<file path="src/rtl/axi_rd_arb2.sv">
// Two-to-one AXI3 read arbiter: round-robin AR grant into a registered shared port,
// combinational R routing by RID[IDW], per-master outstanding-burst throttling.
module axi_rd_arb2 #(
  parameter int AW      = 32,
  parameter int IDW     = 4,
  parameter int LW      = 4,
  parameter int DW      = 128,
  parameter int MAX_OUT = 8
) (
  input  logic           clk,
  input  logic           rst,
  input  logic           m0ARVALID,
  output logic           m0ARREADY,
  input  logic [AW-1:0]  m0ARADDR,
  input  logic [LW-1:0]  m0ARLEN,
  input  logic [IDW-1:0] m0ARID,
  output logic           m0RVALID,
  input  logic           m0RREADY,
  output logic [DW-1:0]  m0RDATA,
  output logic           m0RLAST,
  output logic [IDW-1:0] m0RID,
  input  logic           m1ARVALID,
  output logic           m1ARREADY,
  input  logic [AW-1:0]  m1ARADDR,
  input  logic [LW-1:0]  m1ARLEN,
  input  logic [IDW-1:0] m1ARID,
  output logic           m1RVALID,
  input  logic           m1RREADY,
  output logic [DW-1:0]  m1RDATA,
  output logic           m1RLAST,
  output logic [IDW-1:0] m1RID,
  output logic           sARVALID,
  input  logic           sARREADY,
  output logic [AW-1:0]  sARADDR,
  output logic [LW-1:0]  sARLEN,
  output logic [IDW:0]   sARID,
  input  logic           sRVALID,
  output logic           sRREADY,
  input  logic [DW-1:0]  sRDATA,
  input  logic           sRLAST,
  input  logic [IDW:0]   sRID,
  output logic           idle,
  output logic           err
);

  localparam int CW = $clog2(MAX_OUT + 1);
  localparam logic [CW-1:0] MAX_CNT = CW'(MAX_OUT);

  logic           sarvalid_q, sarvalid_d;
  logic [AW-1:0]  saraddr_q, saraddr_d;
  logic [LW-1:0]  sarlen_q, sarlen_d;
  logic [IDW:0]   sarid_q, sarid_d;
  logic [CW-1:0]  cnt0_q, cnt0_d, cnt1_q, cnt1_d;
  logic           ptr_q, ptr_d;   // last granted master
  logic           err_q, err_d;

  logic ld, elig0, elig1, gnt0, gnt1;
  logic sel, rlast_hs, dec0, dec1, dec0_ok, dec1_ok;

  always_comb begin
    ld    = !sarvalid_q || sARREADY;
    elig0 = m0ARVALID && (cnt0_q < MAX_CNT);
    elig1 = m1ARVALID && (cnt1_q < MAX_CNT);
    gnt0  = !rst && ld && elig0 && (!elig1 || ptr_q);
    gnt1  = !rst && ld && elig1 && (!elig0 || !ptr_q);

    sel      = sRID[IDW];
    rlast_hs = sRVALID && sRREADY && sRLAST;
    dec0     = rlast_hs && !sel;
    dec1     = rlast_hs && sel;
    dec0_ok  = dec0 && (cnt0_q != '0);
    dec1_ok  = dec1 && (cnt1_q != '0);
  end

  always_comb begin
    sarvalid_d = sarvalid_q;
    saraddr_d  = saraddr_q;
    sarlen_d   = sarlen_q;
    sarid_d    = sarid_q;
    ptr_d      = ptr_q;
    if (ld) begin
      sarvalid_d = gnt0 || gnt1;
      if (gnt0) begin
        saraddr_d = m0ARADDR;
        sarlen_d  = m0ARLEN;
        sarid_d   = {1'b0, m0ARID};
        ptr_d     = 1'b0;
      end else if (gnt1) begin
        saraddr_d = m1ARADDR;
        sarlen_d  = m1ARLEN;
        sarid_d   = {1'b1, m1ARID};
        ptr_d     = 1'b1;
      end
    end

    cnt0_d = cnt0_q;
    if (gnt0 && !dec0_ok)      cnt0_d = cnt0_q + CW'(1);
    else if (!gnt0 && dec0_ok) cnt0_d = cnt0_q - CW'(1);
    cnt1_d = cnt1_q;
    if (gnt1 && !dec1_ok)      cnt1_d = cnt1_q + CW'(1);
    else if (!gnt1 && dec1_ok) cnt1_d = cnt1_q - CW'(1);

    // A last beat for a master with nothing outstanding is a fabric protocol error.
    err_d = err_q || (dec0 && !dec0_ok) || (dec1 && !dec1_ok);
  end

  always_ff @(posedge clk) begin
    if (rst) begin
      sarvalid_q <= 1'b0;
      saraddr_q  <= '0;
      sarlen_q   <= '0;
      sarid_q    <= '0;
      cnt0_q     <= '0;
      cnt1_q     <= '0;
      ptr_q      <= 1'b1;
      err_q      <= 1'b0;
    end else begin
      sarvalid_q <= sarvalid_d;
      saraddr_q  <= saraddr_d;
      sarlen_q   <= sarlen_d;
      sarid_q    <= sarid_d;
      cnt0_q     <= cnt0_d;
      cnt1_q     <= cnt1_d;
      ptr_q      <= ptr_d;
      err_q      <= err_d;
    end
  end

  assign m0ARREADY = gnt0;
  assign m1ARREADY = gnt1;
  assign sARVALID  = sarvalid_q;
  assign sARADDR   = saraddr_q;
  assign sARLEN    = sarlen_q;
  assign sARID     = sarid_q;

  assign m0RVALID = sRVALID && !sel;
  assign m1RVALID = sRVALID && sel;
  assign sRREADY  = sel ? m1RREADY : m0RREADY;
  assign m0RDATA  = sRDATA;
  assign m1RDATA  = sRDATA;
  assign m0RLAST  = sRLAST;
  assign m1RLAST  = sRLAST;
  assign m0RID    = sRID[IDW-1:0];
  assign m1RID    = sRID[IDW-1:0];

  assign idle = (cnt0_q == '0) && (cnt1_q == '0) && !sarvalid_q;
  assign err  = err_q;

endmodule

</file>
<file path="config.mk">
export PLATFORM = sky130hd
export DESIGN_NAME = axi_rd_arb2
export DESIGN_NICKNAME = d
export VERILOG_FILES = /design/src/rtl/axi_rd_arb2.sv
export SDC_FILE = /design/constraint.sdc
export NUM_CORES = 1
export LEC_CHECK = 0
export BUFFER_PORTS_ARGS = -buffer_cell sky130_fd_sc_hd__buf_2
export CORE_AREA = 2 2 208 210
export CTS_BUF_LIST = sky130_fd_sc_hd__clkbuf_8
export DETAILED_ROUTE_END_ITERATION = 10
export DIE_AREA = 0 0 210 212
export GPL_ROUTABILITY_DRIVEN = 0
export PLACE_DENSITY_LB_ADDON = 0.15
export SYNTH_ARGS = -nofsm -noshare
export SYNTH_HDL_FRONTEND = slang
export SYNTH_SLANG_ARGS = --single-unit
</file>
<file path="constraint.sdc">
create_clock -name clk -period 2.8 [get_ports clk]
set_clock_uncertainty 0.1 [all_clocks]
set_input_delay 0.14 -clock clk [delete_from_list [all_inputs] [get_ports clk]]
set_output_delay 0.14 -clock clk [all_outputs]
set_load 0.005 [all_outputs]
</file>
==> results_tabular.tex <==
\begin{tabular}{lr}
\hline
Metric & Value \\
\hline
\multicolumn{2}{l}{\textbf{Timing}} \\
\quad Min Clock Period, post-route & 2.604 ns \\
\quad Setup repair after global routing missed its margin & false \\
\quad Total negative slack for setup checks & 0 ns \\
\quad Headroom to the max-slew limit & 38.80\% \\
\quad Count of final hold-check violations & 0 \\
\quad Achievable frequency & 384.0 MHz \\
\quad Hold Slack & 0.04539 ns \\
\quad Final number of setup-violating endpoints & 0 \\
\quad Slew @ Worst Pin & 0.9180 ns \\
\quad Count of pins over their slew limit & 0 \\
\quad Crit path setup slack, layout & 0.1955 ns \\
\quad Post-route fraction of the period consumed by the critical path & 93.02\% \\
\multicolumn{2}{l}{\textbf{Synthesis}} \\
\quad Share of cell area taken by muxes after synthesis & 9.321\% \\
\quad Average cell area after synthesis & 8.916 um2 \\
\quad Top-count cell post-synth & buf\_4 \\
\quad Post-synthesis cell type count & 34 \\
\quad Number of synthesized register bits & 52 \\
\quad Compound-cell area share of the yosys netlist & 11.82\% \\
\quad Ys flop type & dfxtp\_1 \\
\quad Post-synthesis adder-cell area fraction & 2.422\% \\
\quad Post-synth top area cell & buf\_4 \\
\quad Cell types occupying the most area after synthesis & buf\_4, dfxtp\_1, a211oi\_2, mux2i\_1, nor2\_1 \\
\quad Combinational family with the most area after synthesis & buffers and inverters \\
\quad Count of yosys warnings during synthesis & 0 \\
\quad Simple-gate share of the synthesized area & 8.136\% \\
\quad Sequential-to-total area share from yosys stat & 21.91\% \\
\quad Number of enable-type register cells in the synthesized netlist & 0 \\
\quad Xor and xnor area share after synthesis & 0.7372\% \\
\quad Post-synthesis cell count & 533 \\
\quad Area fraction of the dominant cell type after synthesis & 42.02\% \\
\quad Syn nets & 763 \\
\quad Synth top cells by count & buf\_4, nor2\_1, dfxtp\_1 \\
\quad Post-Synthesis Cell Area & 0.004752 mm2 \\
\quad Proportion of synthesized flip-flops having asynchronous set or reset & 0\% \\
\multicolumn{2}{l}{\textbf{Die}} \\
\quad Total die area & 0.04452 mm2 \\
\quad Area of the core & 0.04251 mm2 \\
\quad Horiz. Die Dim & 210 um \\
\quad Number of top-level design ports & 537 \\
\quad Standard-cell row count & 76 \\
\quad Height of the die & 212 um \\
\quad Starting utilization of the core area & 11.18\% \\
\multicolumn{2}{l}{\textbf{Clock tree}} \\
\quad Clock Path Buffers & 2 \\
\quad Clock tree from TritonCTS & done \\
\quad Clock slew at reported path FFs & 0.13 ns \\
\quad Clock network latency to the later pin of the worst-skew pair & 0.38 ns \\
\quad Root buffer cell & clkbuf\_8 \\
\quad Total CTS buffers & 5 \\
\quad Sink Count & 52 \\
\quad Number of H-tree branching levels & 2 \\
\multicolumn{2}{l}{\textbf{Finish}} \\
\quad Diodes inserted & 0 \\
\quad Fraction of final layout cells sized beyond drive strength 1 & 47.90\% \\
\quad Nets & 657 \\
\quad P\&R area growth vs syn & -7.083\% \\
\quad FILL cells & 4908 \\
\multicolumn{2}{l}{\textbf{Global routing}} \\
\quad Antenna violations before repair & 0 \\
\quad First-pass GRT wire length & 18.90 mm \\
\quad Largest net degree at the start of global routing & 51 \\
\quad Combined global-route utilization of all metal layers & 6.042\% \\
\quad Number of global-route vias before repair & 2886 \\
\quad Total grt overflow & 0 \\
\multicolumn{2}{l}{\textbf{Worst setup path}} \\
\quad R2R setup slack & 0.20 ns \\
\quad Worst Setup Path Type & flop to flop \\
\quad Register-to-Register Path Depth & 9 \\
\quad Required arrival time at the worst endpoint & 2.98 ns \\
\quad Startpoint of the worst-slack reg-to-reg timing path & cnt1\_q[3] \\
\quad Startpoint Class & flop \\
\quad Largest driver fanout on the critical path & 5 \\
\quad Setup crit end kind & flop \\
\quad CP max stage delay & 0.59 ns \\
\quad Most numerous cell on the critical path & ha\_1 \\
\quad Critical-path cell list & or4\_1, nand2\_1, ha\_1, inv\_1, ha\_1, a21oi\_2, a211oi\_1, a31oi\_1, mux2\_2 \\
\quad Terminus of the critical flop-to-flop path & cnt1\_q[3] \\
\quad CP max-delay cell & or4\_1 \\
\quad Data arrival, critical path & 2.79 ns \\
\multicolumn{2}{l}{\textbf{Place}} \\
\quad Port Buffer Count & 140 \\
\quad HPWL reported at the end of detailed placement & 10.05 mm \\
\quad Worst setup timing slack at the placement stage & 0.07652 ns \\
\multicolumn{2}{l}{\textbf{Status}} \\
\quad Outcome & finished, final reports clean \\
\multicolumn{2}{l}{\textbf{Routing}} \\
\quad 1st-pass router iterations & 4 \\
\quad Routed length per placed instance & 13.83 um \\
\quad Routed via count & 2810 \\
\quad ANT nets after route & 0 \\
\quad Detailed router's first-iteration violation count & 60 \\
\quad Vias per Instance & 2.885 \\
\quad Detailed-route DRC error count & 0 \\
\quad Final Routed Wirelength & 13.47 mm \\
\multicolumn{2}{l}{\textbf{Pwr}} \\
\quad Logic gate share of total power & 34.5\% \\
\quad Pwr/cell area & 485.9 mW/mm2 \\
\quad Total leakage power & 1.717 nW \\
\quad Switch Pwr & 777.0 uW \\
\quad Sum of internal, switching and leakage power & 2.146 mW \\
\quad Worst-case vdd ir drop & 0.2047 mV \\
\quad Switching Share & 36.22\% \\
\quad Internal power & 1.368 mW \\
\quad Part of the power in the clock network & 24.0\% \\
\quad Sequential power share & 41.5\% \\
\multicolumn{2}{l}{\textbf{Hold path}} \\
\quad WHS Endpoint & sARID[0] \\
\quad WHS Path Cells & 3 \\
\quad Class of the most critical hold timing path & input pin to flop \\
\quad Start point of the worst hold path & m0ARID[0] \\
\multicolumn{2}{l}{\textbf{Run}} \\
\quad Max Cap Violations & 0 \\
\hline
\end{tabular}
[area by class of cell]
cell class                 count  area, um2  area share (%)
tap                          546      683.2           15.47
timing repair buffer         174       1028           23.29
sequential                    52       1041           23.58
multi-input combinational    191       1564           35.42
inverter                       3      11.26          0.2550
clock inverter                 3      18.77          0.4251
clock buffer                   5      68.82           1.559
[state kept, by name, summed over array words and instances, names as in the netlist]
| register | cells |
|---|---|
| sARLEN | 4 |
| err | 1 |
| sARVALID | 1 |
| sARID | 5 |
| sARADDR | 32 |
| cnt0_q | 4 |
| ptr_q | 1 |
| cnt1_q | 4 |
[stage by stage]
stage	cells	utilization, %	cell area (um2)
after global routing	974	10.39	4415
after floorplan	533	-	4752
after CTS	974	10.36	4402
after global placement	943	9.608	4084
final	974	10.39	4415
after detailed placement	943	9.608	4084
[cells in the final DEF (no fill, tap or decap), types with 2 or more instances in the layout]
cell type,synthesis,final
mux2_2,2,2
dlygate4sd3_1,0,23
clkinv_2,0,2
nand3_1,2,2
ha_1,6,6
nand2b_1,2,2
dfxtp_1,52,52
nor2_1,58,58
clkbuf_8,0,5
a21oi_1,4,3
nor2b_1,3,3
buf_4,266,11
nor3_1,6,6
fa_1,2,2
inv_1,3,3
mux2i_1,42,42
xor2_1,2,2
a211oi_1,5,5
nand2_1,5,5
xnor2_1,2,2
buf_2,8,139
a31oi_1,2,2
a211oi_2,37,37
[what timing repair did]
action | 4_1_cts | 5_1_grt
buffers inserted | 0 | 0
gates resized for setup | 0 | 3
hold buffers | 23 | 0
hold endpoints to repair | 18 | 0
endpoints found under the setup margin | 0 | 2
[routing by layer]
metal | track usage (%) | up-vias | wire length, um
li1 | - | 1272 | -
met1 | 5.807 | 1178 | 4784
met2 | 8.638 | 250 | 5741
met3 | 3.722 | 108 | 1789
met4 | 6.187 | 2 | 1117
met5 | 0.5562 | - | 34
[worst max-delay path: cells and delay by family (launching register included)]
kind | cells | cell delay [ns]
adders and majority gates | 2 | 0.49
and+or+nand+nor | 2 | 0.68
DFF | 1 | 0.37
buffers and inverters | 1 | 0.09
AOI/OAI and AO/OA | 3 | 0.44
muxes | 1 | 0.34
[worst max-delay path by stage]
stage / startpoint / cells after the start / end
after floorplan: cnt1_q[3] / 9 / cnt1_q[3]
after global placement: cnt1_q[3] / 9 / cnt1_q[3]
after detailed placement: cnt0_q[3] / 9 / cnt1_q[3]
after CTS: cnt0_q[3] / 9 / cnt1_q[3]
after global routing: sARVALID / 10 / cnt0_q[3]
final: cnt1_q[3] / 9 / cnt1_q[3]
[power groups by stage]
stage / Combinational, mW / Sequential, mW / Clock [mW]
floorplan: 0.757 / 0.909 / 0
CTS: 0.759 / 0.892 / 0.613
global placement: 0.730 / 0.910 / 0
finish: 0.740 / 0.889 / 0.516
global route: 0.833 / 0.903 / 0.629
detailed placement: 0.724 / 0.908 / 0
[kinds of logic after synthesis]
logic type,after synthesis
buffers and inverters,290
AND/OR/NAND/NOR,85
flip-flops,52
AO/OA/AOI/OAI,50
multiplexers,44
adder cells (fa/ha/maj),8
XOR/XNOR,4
(Power assumes the default switching activity.)
